**src/rtl/add_serial_pkg.sv**
```systemverilog
// -----------------------------------------------------------------------------
// add_serial_pkg
// Shared definitions for the serial-add scheduler slice:
//   - default requester count and operand width
//   - scheduler state encoding (2-bit)
//   - majority-of-three helper used for the carry of the bit-serial adder
// -----------------------------------------------------------------------------
package add_serial_pkg;

   localparam int DEF_NREQ = 4;
   localparam int DEF_W    = 8;

   typedef enum logic [1:0] {
      ST_IDLE = 2'b00,
      ST_ADD  = 2'b01,
      ST_DONE = 2'b10
   } state_t;

   // Carry of a full adder: set when at least two of the three inputs are set.
   function automatic logic maj3(input logic x, input logic y, input logic z);
      return (x & y) | (x & z) | (y & z);
   endfunction

endpackage

```
**src/rtl/add_serial_sched_if.sv**
```systemverilog
// -----------------------------------------------------------------------------
// add_serial_sched_if
// Bundle between the requesting control units (master) and the serial-add
// scheduler (slave).
//   req      requester -> scheduler  one request bit per requester
//   a_in     requester -> scheduler  operand A, requester k in [k*W +: W]
//   b_in     requester -> scheduler  operand B, same packing
//   gnt      scheduler -> requester  one-hot grant pulse
//   busy     scheduler -> requester  add in progress or completing
//   done     scheduler -> requester  one-cycle completion pulse
//   done_id  scheduler -> requester  id of the completed requester
//   result   scheduler -> requester  (A+B) mod 2^W, held until next done
//   cout     scheduler -> requester  carry out of the MSB, held with result
// -----------------------------------------------------------------------------
interface add_serial_sched_if #(
   parameter int NREQ = add_serial_pkg::DEF_NREQ,
   parameter int W    = add_serial_pkg::DEF_W
);
   localparam int IDW = $clog2(NREQ);

   logic [NREQ-1:0]   req;
   logic [NREQ*W-1:0] a_in;
   logic [NREQ*W-1:0] b_in;
   logic [NREQ-1:0]   gnt;
   logic              busy;
   logic              done;
   logic [IDW-1:0]    done_id;
   logic [W-1:0]      result;
   logic              cout;

   modport master (
      output req, a_in, b_in,
      input  gnt, busy, done, done_id, result, cout
   );

   modport slave (
      input  req, a_in, b_in,
      output gnt, busy, done, done_id, result, cout
   );

endinterface

```
**src/rtl/serial_add_core.sv**
```systemverilog
// -----------------------------------------------------------------------------
// serial_add_core
// Bit-serial adder datapath, LSB first, one bit per shift strobe.
//   clk, rst   clock and asynchronous active-high reset
//   load_i     capture operands, clear carry, count and partial sum
//   shift_i    add the current LSBs and shift everything right by one
//   a_i, b_i   operands captured on load_i
//   last_o     the bit being added now is the MSB (count == W-1)
//   sum_o      partial sum including the bit being added this cycle
//   cout_o     carry produced by the bit being added this cycle
// sum_o/cout_o include the current bit so the scheduler can register the
// finished result on the same edge that retires the MSB.
// -----------------------------------------------------------------------------
module serial_add_core
   import add_serial_pkg::*;
#(
   parameter int W = DEF_W
) (
   input  logic         clk,
   input  logic         rst,
   input  logic         load_i,
   input  logic         shift_i,
   input  logic [W-1:0] a_i,
   input  logic [W-1:0] b_i,
   output logic         last_o,
   output logic [W-1:0] sum_o,
   output logic         cout_o
);
   localparam int CW = $clog2(W);

   logic [W-1:0]  a_q;
   logic [W-1:0]  b_q;
   logic [W-1:0]  sum_q;
   logic          carry_q;
   logic [CW-1:0] count_q;

   logic          bit_s;
   logic          carry_s;

   assign bit_s   = a_q[0] ^ b_q[0] ^ carry_q;
   assign carry_s = maj3(a_q[0], b_q[0], carry_q);

   // Operand capture and one-bit-per-cycle shift/add.
   always_ff @(posedge clk or posedge rst) begin
      if (rst) begin
         a_q     <= '0;
         b_q     <= '0;
         sum_q   <= '0;
         carry_q <= 1'b0;
         count_q <= '0;
      end else if (load_i) begin
         a_q     <= a_i;
         b_q     <= b_i;
         sum_q   <= '0;
         carry_q <= 1'b0;
         count_q <= '0;
      end else if (shift_i) begin
         a_q     <= {1'b0, a_q[W-1:1]};
         b_q     <= {1'b0, b_q[W-1:1]};
         sum_q   <= {bit_s, sum_q[W-1:1]};
         carry_q <= carry_s;
         count_q <= count_q + CW'(1);
      end else begin
         a_q     <= a_q;
         b_q     <= b_q;
         sum_q   <= sum_q;
         carry_q <= carry_q;
         count_q <= count_q;
      end
   end

   assign last_o = (count_q == CW'(W - 1));
   assign sum_o  = {bit_s, sum_q[W-1:1]};
   assign cout_o = carry_s;

endmodule

```
**src/rtl/add_serial_sched.sv**
```systemverilog
// -----------------------------------------------------------------------------
// add_serial_sched
// Round-robin scheduler sharing one bit-serial adder among NREQ requesters.
//   clk   clock, all state updates on posedge
//   rst   asynchronous active-high reset
//   bus   add_serial_sched_if.slave: req/a_in/b_in in, gnt/busy/done/done_id/
//         result/cout out (all outputs registered)
// Flow: IDLE picks the first requester at or after ptr (wrapping), latches its
// operands and pulses gnt; ADD runs W serial bit steps; DONE pulses done for
// one cycle and moves ptr past the winner.
// -----------------------------------------------------------------------------
module add_serial_sched
   import add_serial_pkg::*;
#(
   parameter int NREQ = DEF_NREQ,
   parameter int W    = DEF_W
) (
   input  logic              clk,
   input  logic              rst,
   add_serial_sched_if.slave bus
);
   localparam int IDW = $clog2(NREQ);

   // Returns {found, id}: first set request searching upward from p, wrapping.
   function automatic logic [IDW:0] rr_pick(input logic [NREQ-1:0] r,
                                            input logic [IDW-1:0]  p);
      logic           found;
      logic [IDW-1:0] id;
      logic [IDW-1:0] idx;
      found = 1'b0;
      id    = p;
      for (int i = 0; i < NREQ; i++) begin
         idx = IDW'((int'(p) + i) % NREQ);
         if (!found && r[idx]) begin
            found = 1'b1;
            id    = idx;
         end
      end
      return {found, id};
   endfunction

   state_t          state_q;
   logic [IDW-1:0]  ptr_q;
   logic [IDW-1:0]  cur_id_q;
   logic [NREQ-1:0] gnt_q;
   logic            busy_q;
   logic            done_q;
   logic [IDW-1:0]  done_id_q;
   logic [W-1:0]    result_q;
   logic            cout_q;

   logic [W-1:0]    a_arr_s [NREQ];
   logic [W-1:0]    b_arr_s [NREQ];
   logic            pick_found_s;
   logic [IDW-1:0]  pick_id_s;
   logic [IDW-1:0]  ptr_next_s;
   logic            load_s;
   logic            shift_s;
   logic            core_last_s;
   logic [W-1:0]    core_sum_s;
   logic            core_cout_s;

   // Unpack the flat operand buses into per-requester slices.
   always_comb begin
      for (int k = 0; k < NREQ; k++) begin
         a_arr_s[k] = bus.a_in[k*W +: W];
         b_arr_s[k] = bus.b_in[k*W +: W];
      end
   end

   assign {pick_found_s, pick_id_s} = rr_pick(bus.req, ptr_q);
   assign ptr_next_s = (cur_id_q == IDW'(NREQ - 1)) ? '0 : cur_id_q + IDW'(1);
   assign load_s     = (state_q == ST_IDLE) && pick_found_s;
   assign shift_s    = (state_q == ST_ADD);

   serial_add_core #(.W(W)) u_core (
      .clk     (clk),
      .rst     (rst),
      .load_i  (load_s),
      .shift_i (shift_s),
      .a_i     (a_arr_s[pick_id_s]),
      .b_i     (b_arr_s[pick_id_s]),
      .last_o  (core_last_s),
      .sum_o   (core_sum_s),
      .cout_o  (core_cout_s)
   );

   // Scheduler FSM with registered grant, busy and completion outputs.
   always_ff @(posedge clk or posedge rst) begin
      if (rst) begin
         state_q   <= ST_IDLE;
         ptr_q     <= '0;
         cur_id_q  <= '0;
         gnt_q     <= '0;
         busy_q    <= 1'b0;
         done_q    <= 1'b0;
         done_id_q <= '0;
         result_q  <= '0;
         cout_q    <= 1'b0;
      end else begin
         gnt_q  <= '0;
         done_q <= 1'b0;
         case (state_q)
            ST_IDLE: begin
               if (pick_found_s) begin
                  gnt_q    <= {{(NREQ-1){1'b0}}, 1'b1} << pick_id_s;
                  cur_id_q <= pick_id_s;
                  busy_q   <= 1'b1;
                  state_q  <= ST_ADD;
               end else begin
                  busy_q   <= 1'b0;
                  state_q  <= ST_IDLE;
               end
            end
            ST_ADD: begin
               // The MSB retires on this edge; capture the finished sum now so
               // done and result appear together in the DONE cycle.
               if (core_last_s) begin
                  done_q    <= 1'b1;
                  result_q  <= core_sum_s;
                  cout_q    <= core_cout_s;
                  done_id_q <= cur_id_q;
                  state_q   <= ST_DONE;
               end else begin
                  state_q   <= ST_ADD;
               end
            end
            ST_DONE: begin
               ptr_q   <= ptr_next_s;
               busy_q  <= 1'b0;
               state_q <= ST_IDLE;
            end
            default: begin
               busy_q  <= 1'b0;
               state_q <= ST_IDLE;
            end
         endcase
      end
   end

   assign bus.gnt     = gnt_q;
   assign bus.busy    = busy_q;
   assign bus.done    = done_q;
   assign bus.done_id = done_id_q;
   assign bus.result  = result_q;
   assign bus.cout    = cout_q;

endmodule

```
**src/flat_wrapper.sv**
```systemverilog
// flat-port wrapper written by rule: the top's interface ports become plain ports
module add_serial_sched_flat import add_serial_pkg::*;
#(
   parameter int NREQ = DEF_NREQ,
   parameter int W    = DEF_W
)
  (clk, rst, bus_req, bus_a_in, bus_b_in, bus_gnt, bus_busy, bus_done, bus_done_id, bus_result, bus_cout);
  add_serial_sched_if #(.NREQ(NREQ), .W(W)) bus_i ();
  input  logic clk;
  input  logic rst;
  input wire logic [$bits(bus_i.req)-1:0] bus_req;
  input wire logic [$bits(bus_i.a_in)-1:0] bus_a_in;
  input wire logic [$bits(bus_i.b_in)-1:0] bus_b_in;
  output wire logic [$bits(bus_i.gnt)-1:0] bus_gnt;
  output wire logic [$bits(bus_i.busy)-1:0] bus_busy;
  output wire logic [$bits(bus_i.done)-1:0] bus_done;
  output wire logic [$bits(bus_i.done_id)-1:0] bus_done_id;
  output wire logic [$bits(bus_i.result)-1:0] bus_result;
  output wire logic [$bits(bus_i.cout)-1:0] bus_cout;
  assign bus_i.req = bus_req;
  assign bus_i.a_in = bus_a_in;
  assign bus_i.b_in = bus_b_in;
  assign bus_gnt = bus_i.gnt;
  assign bus_busy = bus_i.busy;
  assign bus_done = bus_i.done;
  assign bus_done_id = bus_i.done_id;
  assign bus_result = bus_i.result;
  assign bus_cout = bus_i.cout;
  add_serial_sched #(.NREQ(NREQ), .W(W)) u_core (.clk(clk), .rst(rst), .bus(bus_i));
endmodule
```
**config.mk**
```make
export PLATFORM = sky130hd
export DESIGN_NAME = add_serial_sched_flat
export DESIGN_NICKNAME = d
export VERILOG_FILES = /design/src/rtl/add_serial_pkg.sv /design/src/rtl/add_serial_sched_if.sv /design/src/rtl/serial_add_core.sv /design/src/rtl/add_serial_sched.sv /design/src/flat_wrapper.sv
export SDC_FILE = /design/constraint.sdc
export NUM_CORES = 1
export LEC_CHECK = 0
export CAP_MARGIN = 5
export CORE_UTILIZATION = 46
export CTS_CLUSTER_SIZE = 12
export DETAILED_ROUTE_END_ITERATION = 12
export GPL_TIMING_DRIVEN = 0
export PLACE_DENSITY = 0.85
export SYNTH_ARGS = -nofsm -noshare
export SYNTH_HDL_FRONTEND = slang
export SYNTH_HIERARCHICAL = 1
export SYNTH_SLANG_ARGS = --single-unit
```
**constraint.sdc**
```tcl
create_clock -name clk -period 2.4 [get_ports clk]
set_input_delay 0.24 -clock clk [delete_from_list [all_inputs] [get_ports clk]]
set_output_delay 0.24 -clock clk [all_outputs]
set_load 0.02 [all_outputs]
```
==> qor.csv <==
stage,metric,value,unit
place,globalplace.congestion,0.801,
worst_setup_path,crit_family,buffers and inverters,
cts,tritoncts,built,
power,p_int,0.00223,W
detailed_routing,first_pass_iters,4,
die,core_area,5540,um^2
power,p_clk_share,12.8,%
detailed_routing,via_count,2482,
detailed_routing,highest_layer,met4,
timing,finalCritPeriodShare,92.4,%
global_route,gr-total-overflow,0,
die,dieArea,6090,um^2
cells_and_area,n_antenna_cell,0,
detailed_routing,drt_wl_total,6370,um
worst_setup_path,cp_max_fo,10,
die,initial_core_util,48.0,%
cts,clkTransAtPathRegs,0.09,ns
cells_and_area,final_cells,464,
detailed_routing,dr_wl_met3,243,um
place,port_buffers,86,
timing,final-hold-violation-count,0,
place,dpl_cell_area,3610,um^2
timing,worst_clock_skew,0.00970,ns
synthesis,synthMostInstantiatedCell,nand2_1,
worst_setup_path,crit_slowest_cell,clkdlybuf4s50_1,
detailed_routing,met1_length,2820,um
place,dp.cells,456,
cts,cts-root-buf,clkbuf_8,
timing,rsz0062_at_grt,false,
die,io_pins,87,
detailed_routing,drc,0,
worst_setup_path,cp.arrival,2.39,ns
cells_and_area,drive_gt1_share,7.14,%
place,hpwl,4990,um
cts,clockBufferDepth,2,
outcome,status,completed,
timing,worst_pin_slew,0.993,ns
power,vdd_ir_drop_max,0.545,mV
synthesis,avgSynthCellArea,8.93,um^2
timing,whs,0.478,ns
worst_setup_path,worstPathRequired,2.57,ns
cells_and_area,fin_area,3700,um^2
synthesis,yosysSeqAreaShare,46.1,%
die,chipWidth,78.0,um
die,die_h,78.0,um
synthesis,netlist.area_leader.share,46.1,%
cts,cts_buffers,5,
worst_setup_path,crit_chain,clkdlybuf4s50_1 -> nor2b_2 -> a21oi_1 -> o221ai_2 -> clkbuf_1 -> a32oi_1 -> nand2_1 -> o21ai_0,
cts,cts-resized-gates,0,
global_route,grt_max_degree,28,
synthesis,synth.cells.most_frequent,"nand2_1 (102), dfrtp_1 (49), mux2i_1 (24)",
cts,clkLatencyLatePin,0.31,ns
worst_setup_path,worstSetupPathType,input pin to flop,
timing,report.final.slew_viol_count,0,
timing,max_freq,0.451,GHz
worst_setup_path,cpPeakStageDelay,0.52,ns
synthesis,synth_nets,372,
cells_and_area,final_nets,465,
global_route,grt_util_all_layers,23.1,%
job,drv_cap,0,
synthesis,synth-edff-count,0,
worst_setup_path,end_kind,flop,
cts,numClockSinks,49,
global_route,grt_first_pass_wirelength,11100,um
cts,hold_buffers,0,
synthesis,synth_cell_types,34,
synthesis,synth_flop_cell,dfrtp_1,
cells_and_area,area_growth,39.0,%
synthesis,synth_top_area_cell,dfrtp_1,
worst_setup_path,worstPathBufferInverterCount,2,
power,p_leak,1.76,nW
hold_path,hp-class,input pin to async pin,
power,seq_power_share,36.2,%
synthesis,ys_ff_latch,49,
synthesis,synth_top_cells_by_area,"dfrtp_1 (46%), nand2_1 (14%), mux2i_1 (9.0%)",
timing,setup_viol,0,
worst_setup_path,startpoint_type,input pin,
power,netSwitchingPower,0.00146,W
synthesis,netlist_area,2660,um^2
die,placement_rows,27,
power,p_per_area,996,nW/um^2
detailed_routing,routedWlPerCell,13.7,um
timing,max_slew_margin,33.7,%
power,p_comb_share,51.0,%
detailed_routing,wl_met2,3140,um
global_route,antenna_found_initial,0,
synthesis,synthArstFlopShare,100,%
synthesis,syn_inst,298,
detailed_routing,drtIter0Drc,155,
power,p_sw_share,39.6,%
timing,fin_crit,2.22,ns
synthesis,ys_warn_count,6,
detailed_routing,postRouteAntennaNets,0,
cts,postCtsSetupBuffers,0,
cts,htree_levels,2,
global_route,grt_pass1_vias,2496,
detailed_routing,avgViaCountPerCell,5.35,
[state kept, by name, summed over array words and instances (netlist names)]
| register | count |
|---|---|
| u_core/u_core/count_q | 3 |
| u_core/ptr_q | 2 |
| u_core/cur_id_q | 2 |
| u_core/bus.done_id | 2 |
| u_core/bus.result | 8 |
| u_core/bus.gnt | 4 |
| u_core/bus.done | 1 |
| u_core/u_core/b_q | 8 |
| u_core/bus.busy | 1 |
| u_core/u_core/sum_q | 7 |
| u_core/bus.cout | 1 |
| u_core/u_core/a_q | 8 |
| u_core/state_q | 1 |
| u_core/u_core/carry_q | 1 |
[power groups by stage]
| stage | clock (W) | sequential (W) | combinational (W) |
|---|---|---|---|
| final | 0.000472 | 0.00134 | 0.00188 |
| after floorplan | 0 | 0.00142 | 0.00118 |
| after global routing | 0.000514 | 0.00138 | 0.00208 |
| after global placement | 0 | 0.00133 | 0.00182 |
| after detailed placement | 0 | 0.00135 | 0.00187 |
| after CTS | 0.000486 | 0.00134 | 0.00188 |
[area by class of cell]
| class | count | area [um^2] |
|---|---|---|
| Clock inverter | 2 | 15.0 |
| Buffer | 22 | 164 |
| Tap cell | 72 | 90.1 |
| Multi-Input combinational cell | 220 | 1240 |
| Sequential cell | 49 | 1230 |
| Timing Repair Buffer | 86 | 861 |
| Fill cell | 463 | 1840 |
| Clock buffer | 6 | 72.6 |
| Inverter | 7 | 26.3 |
[stage by stage]
| step | setup slack [ns] | util, % | setup TNS [ns] | total power, W |
|---|---|---|---|---|
| floorplan | 0.723 | - | 0 | 0.00260 |
| global placement | -0.0789 | 65.2 | -0.215 | 0.00315 |
| detailed placement | -0.0911 | 65.2 | -0.316 | 0.00322 |
| CTS | 0.214 | 66.8 | 0 | 0.00370 |
| global route | 0.0131 | 66.8 | 0 | 0.00397 |
| finish | 0.184 | 66.8 | 0 | 0.00368 |
[layer usage]
metal  global-route usage, %  up-vias
met5                       0        -
li1                        -     1201
met4                    8.89        0
met2                    39.9       81
met1                    29.6     1184
met3                    2.56       16
[path summary, 6_finish.rpt]
kind                                                  start                          endpoint  slack (ns)  depth (start not counted)
setup reg to reg                u_core/ptr_q[1]$_DFFE_PP0N_  u_core/u_core/a_q[3]$_DFFE_PP0P_        0.33                          7
max in group asynchronous                               rst  u_core/u_core/a_q[5]$_DFFE_PP0P_        1.23                          2
hold reg to reg            u_core/bus.result[2]$_DFFE_PP0P_  u_core/bus.result[2]$_DFFE_PP0P_        0.49                          2
setup / recovery                                 bus_req[0]  u_core/u_core/a_q[3]$_DFFE_PP0P_        0.18                          8
hold / removal                                          rst       u_core/bus.gnt[0]$_DFF_PP0_        0.48                          2
min in group clk           u_core/bus.result[2]$_DFFE_PP0P_  u_core/bus.result[2]$_DFFE_PP0P_        0.49                          2
[worst reg2reg max path: cells and delay by family, from the launching register on]
kind                   cells  cell delay (ns)
flip-flops                 1             0.47
buffers and inverters      1             0.46
AO/OA/AOI/OAI              4             0.80
AND/OR/NAND/NOR            2             0.21
[kinds of logic after synthesis]
family / count (synthesis) / share of synthesized area [%]
XOR/XNOR: 1 / 0.329
AND/OR/NAND/NOR: 130 / 19.8
flip-flops: 49 / 46.1
adder cells (fa/ha/maj): 4 / 2.16
multiplexers: 25 / 9.45
buffers and inverters: 29 / 7.15
AO/OA/AOI/OAI: 60 / 15.1
[layout by cell type, fill, tap and decap left out, drive strengths merged, types with 3 or more instances in the layout]
master / count
a32oi: 16
clkdlybuf4s50: 86
a21oi: 20
nor2: 14
nor3: 3
inv: 7
clkbuf: 12
nand2: 102
o21ai: 19
dfrtp: 49
ha: 3
nor2b: 3
buf: 16
mux2i: 24
Power figures use the tool's default switching activity.
==> edit: new RTL, config.mk and constraints unchanged <==
Set the package constant `DEF_W` to 4 (it was 8).
--- a/src/rtl/add_serial_pkg.sv
+++ b/src/rtl/add_serial_pkg.sv
@@ -8,7 +8,7 @@
 package add_serial_pkg;
 
    localparam int DEF_NREQ = 4;
-   localparam int DEF_W    = 8;
+   localparam int DEF_W    = 4;
 
    typedef enum logic [1:0] {
       ST_IDLE = 2'b00,
Ports: changed (resized bus_a_in, bus_b_in and bus_result); port bits go from 87 to 51. The function was not compared with the original's and may differ.
==> edit against the original RTL <==
Count of clock-buffer cells in the layout is 1 higher. Global-route usage is 3.2 points lower. Setup slack better by 190 ps. Sequential cell count is 17 lower. Critical path depth is 1 higher. Cell area is 38% lower. Area after synthesis is 37% lower. Power is 30% lower. Routed wire length is 45% lower. Cell count is 38% lower. Hold slack worse by 210 ps. Largest power group unchanged.
==> edit: results (changes against the original RTL) <==
* CP arrival at 2270 ps (-120 ps)
* P_comb at 0.00133 W (-29%)
* Multi-input gate area at 754 sq um (-39%)
* Grt met1 use at 0.244 (-0.0524)
* WL met3 at 136 um (-44%)
* Largest net degree at the start of global routing at 19 (-32%)
* Min Hold Slack at 264 ps (-214 ps)
* Share of layout cells above drive strength 1 at 0.0750 (+0.00357)
* Post-Place Worst Slack at 61.3 ps (+152 ps)
* Sw Share at 0.393 (-0.00310)
* CP endpoint: u_core/u_core/a_q[1]
* Placed cells at 279 (-39%)
* Post-DP Area at 2230 sq um (-38%)
* 1st-iter DRT viols at 89 (-43%)
* Met3 global-route usage at 0.0478 (+0.0222)
* Via count at 1440 (-42%)
* First-pass GRT wire length at 5.97 mm (-46%)
* Met2 Usage GRT at 0.338 (-0.0612)
* Met1 wire length at 1.59 mm (-44%)
* Sequential power at 0.000900 W (-33%)
* Clk_skew at 7.33 ps (-2.37 ps)
* Final Worst Setup Slack at 375 ps (+191 ps)
* Worst R2R End: u_core/u_core/a_q[1]
* VDD IR-drop max at 475 uV (-13%)
* Least-Margin Pin Slew at 661 ps (-332 ps)
* Final GP Congestion at 0.784 (-2.1%)
* Netlist cell types at 33 (-2.9%)
* Hpwl dp at 2.71 mm (-46%)
* Yosys reg bits at 32 (-35%)
* Post-synth top cells: 58 x nand2_1, 32 x dfrtp_1, 12 x a21oi_1
* Pleak at 1.08 nW (-39%)
* Syn nets at 224 (-40%)
* Reg2Reg Depth at 8 (+1)
* Sequential fraction of the synthesis area at 0.480 (+0.0192)
* Clk root buf: clkbuf_4
* GRT Total Usage at 0.199 (-0.0315)
* Fill cells at 294 (-37%)
* Int Pwr at 0.00156 W (-30%)
* Status: finished clean
* R2r setup slk at 400 ps (+70 ps)
* Synth Instances at 183 (-39%)
* WL/cell at 12.2 um (-11%)
* Non-Filler Instances at 286 (-38%)
* Synth top area cells: dfrtp_1 48%, nand2_1 13%, mux2i_1 6.6%, a32oi_1 4.2%, a21oi_1 3.6%
-- edit: changes by cell type after synthesis, sizes merged, moves of 8 or more --
cell,before,now
nand2,102,58
dfrtp,49,32
mux2i,24,11
o21ai,19,10
a21oi,20,12
a32oi,16,8
buf,16,8
-- edit: critical path, cell delays in order --
cell and delay, ps:
clkdlybuf4s50_1 500, nor2b_1 320, a2111oi_4 130, nor2_2 370, buf_4 250, nand2_1 70, a32oi_1 240, nand2_1 80
o21ai_0 60
-- edit: cells by family after synthesis --
group,share of synthesized area
xor+xnor,0.00525
simple gates,0.199
flops,0.480
buf+inv,0.0675
mux,0.0728
fa+ha+maj,0.0270
compound gates,0.149
-- edit: area by class of cell --
class | instances | share of cell area
clock buffer | 7 | 0.0284
sequential | 32 | 0.350
buffer | 11 | 0.0377
multi-input combinational | 133 | 0.329
tap | 46 | 0.0251
timing repair buffer | 50 | 0.218
inverter | 7 | 0.0115
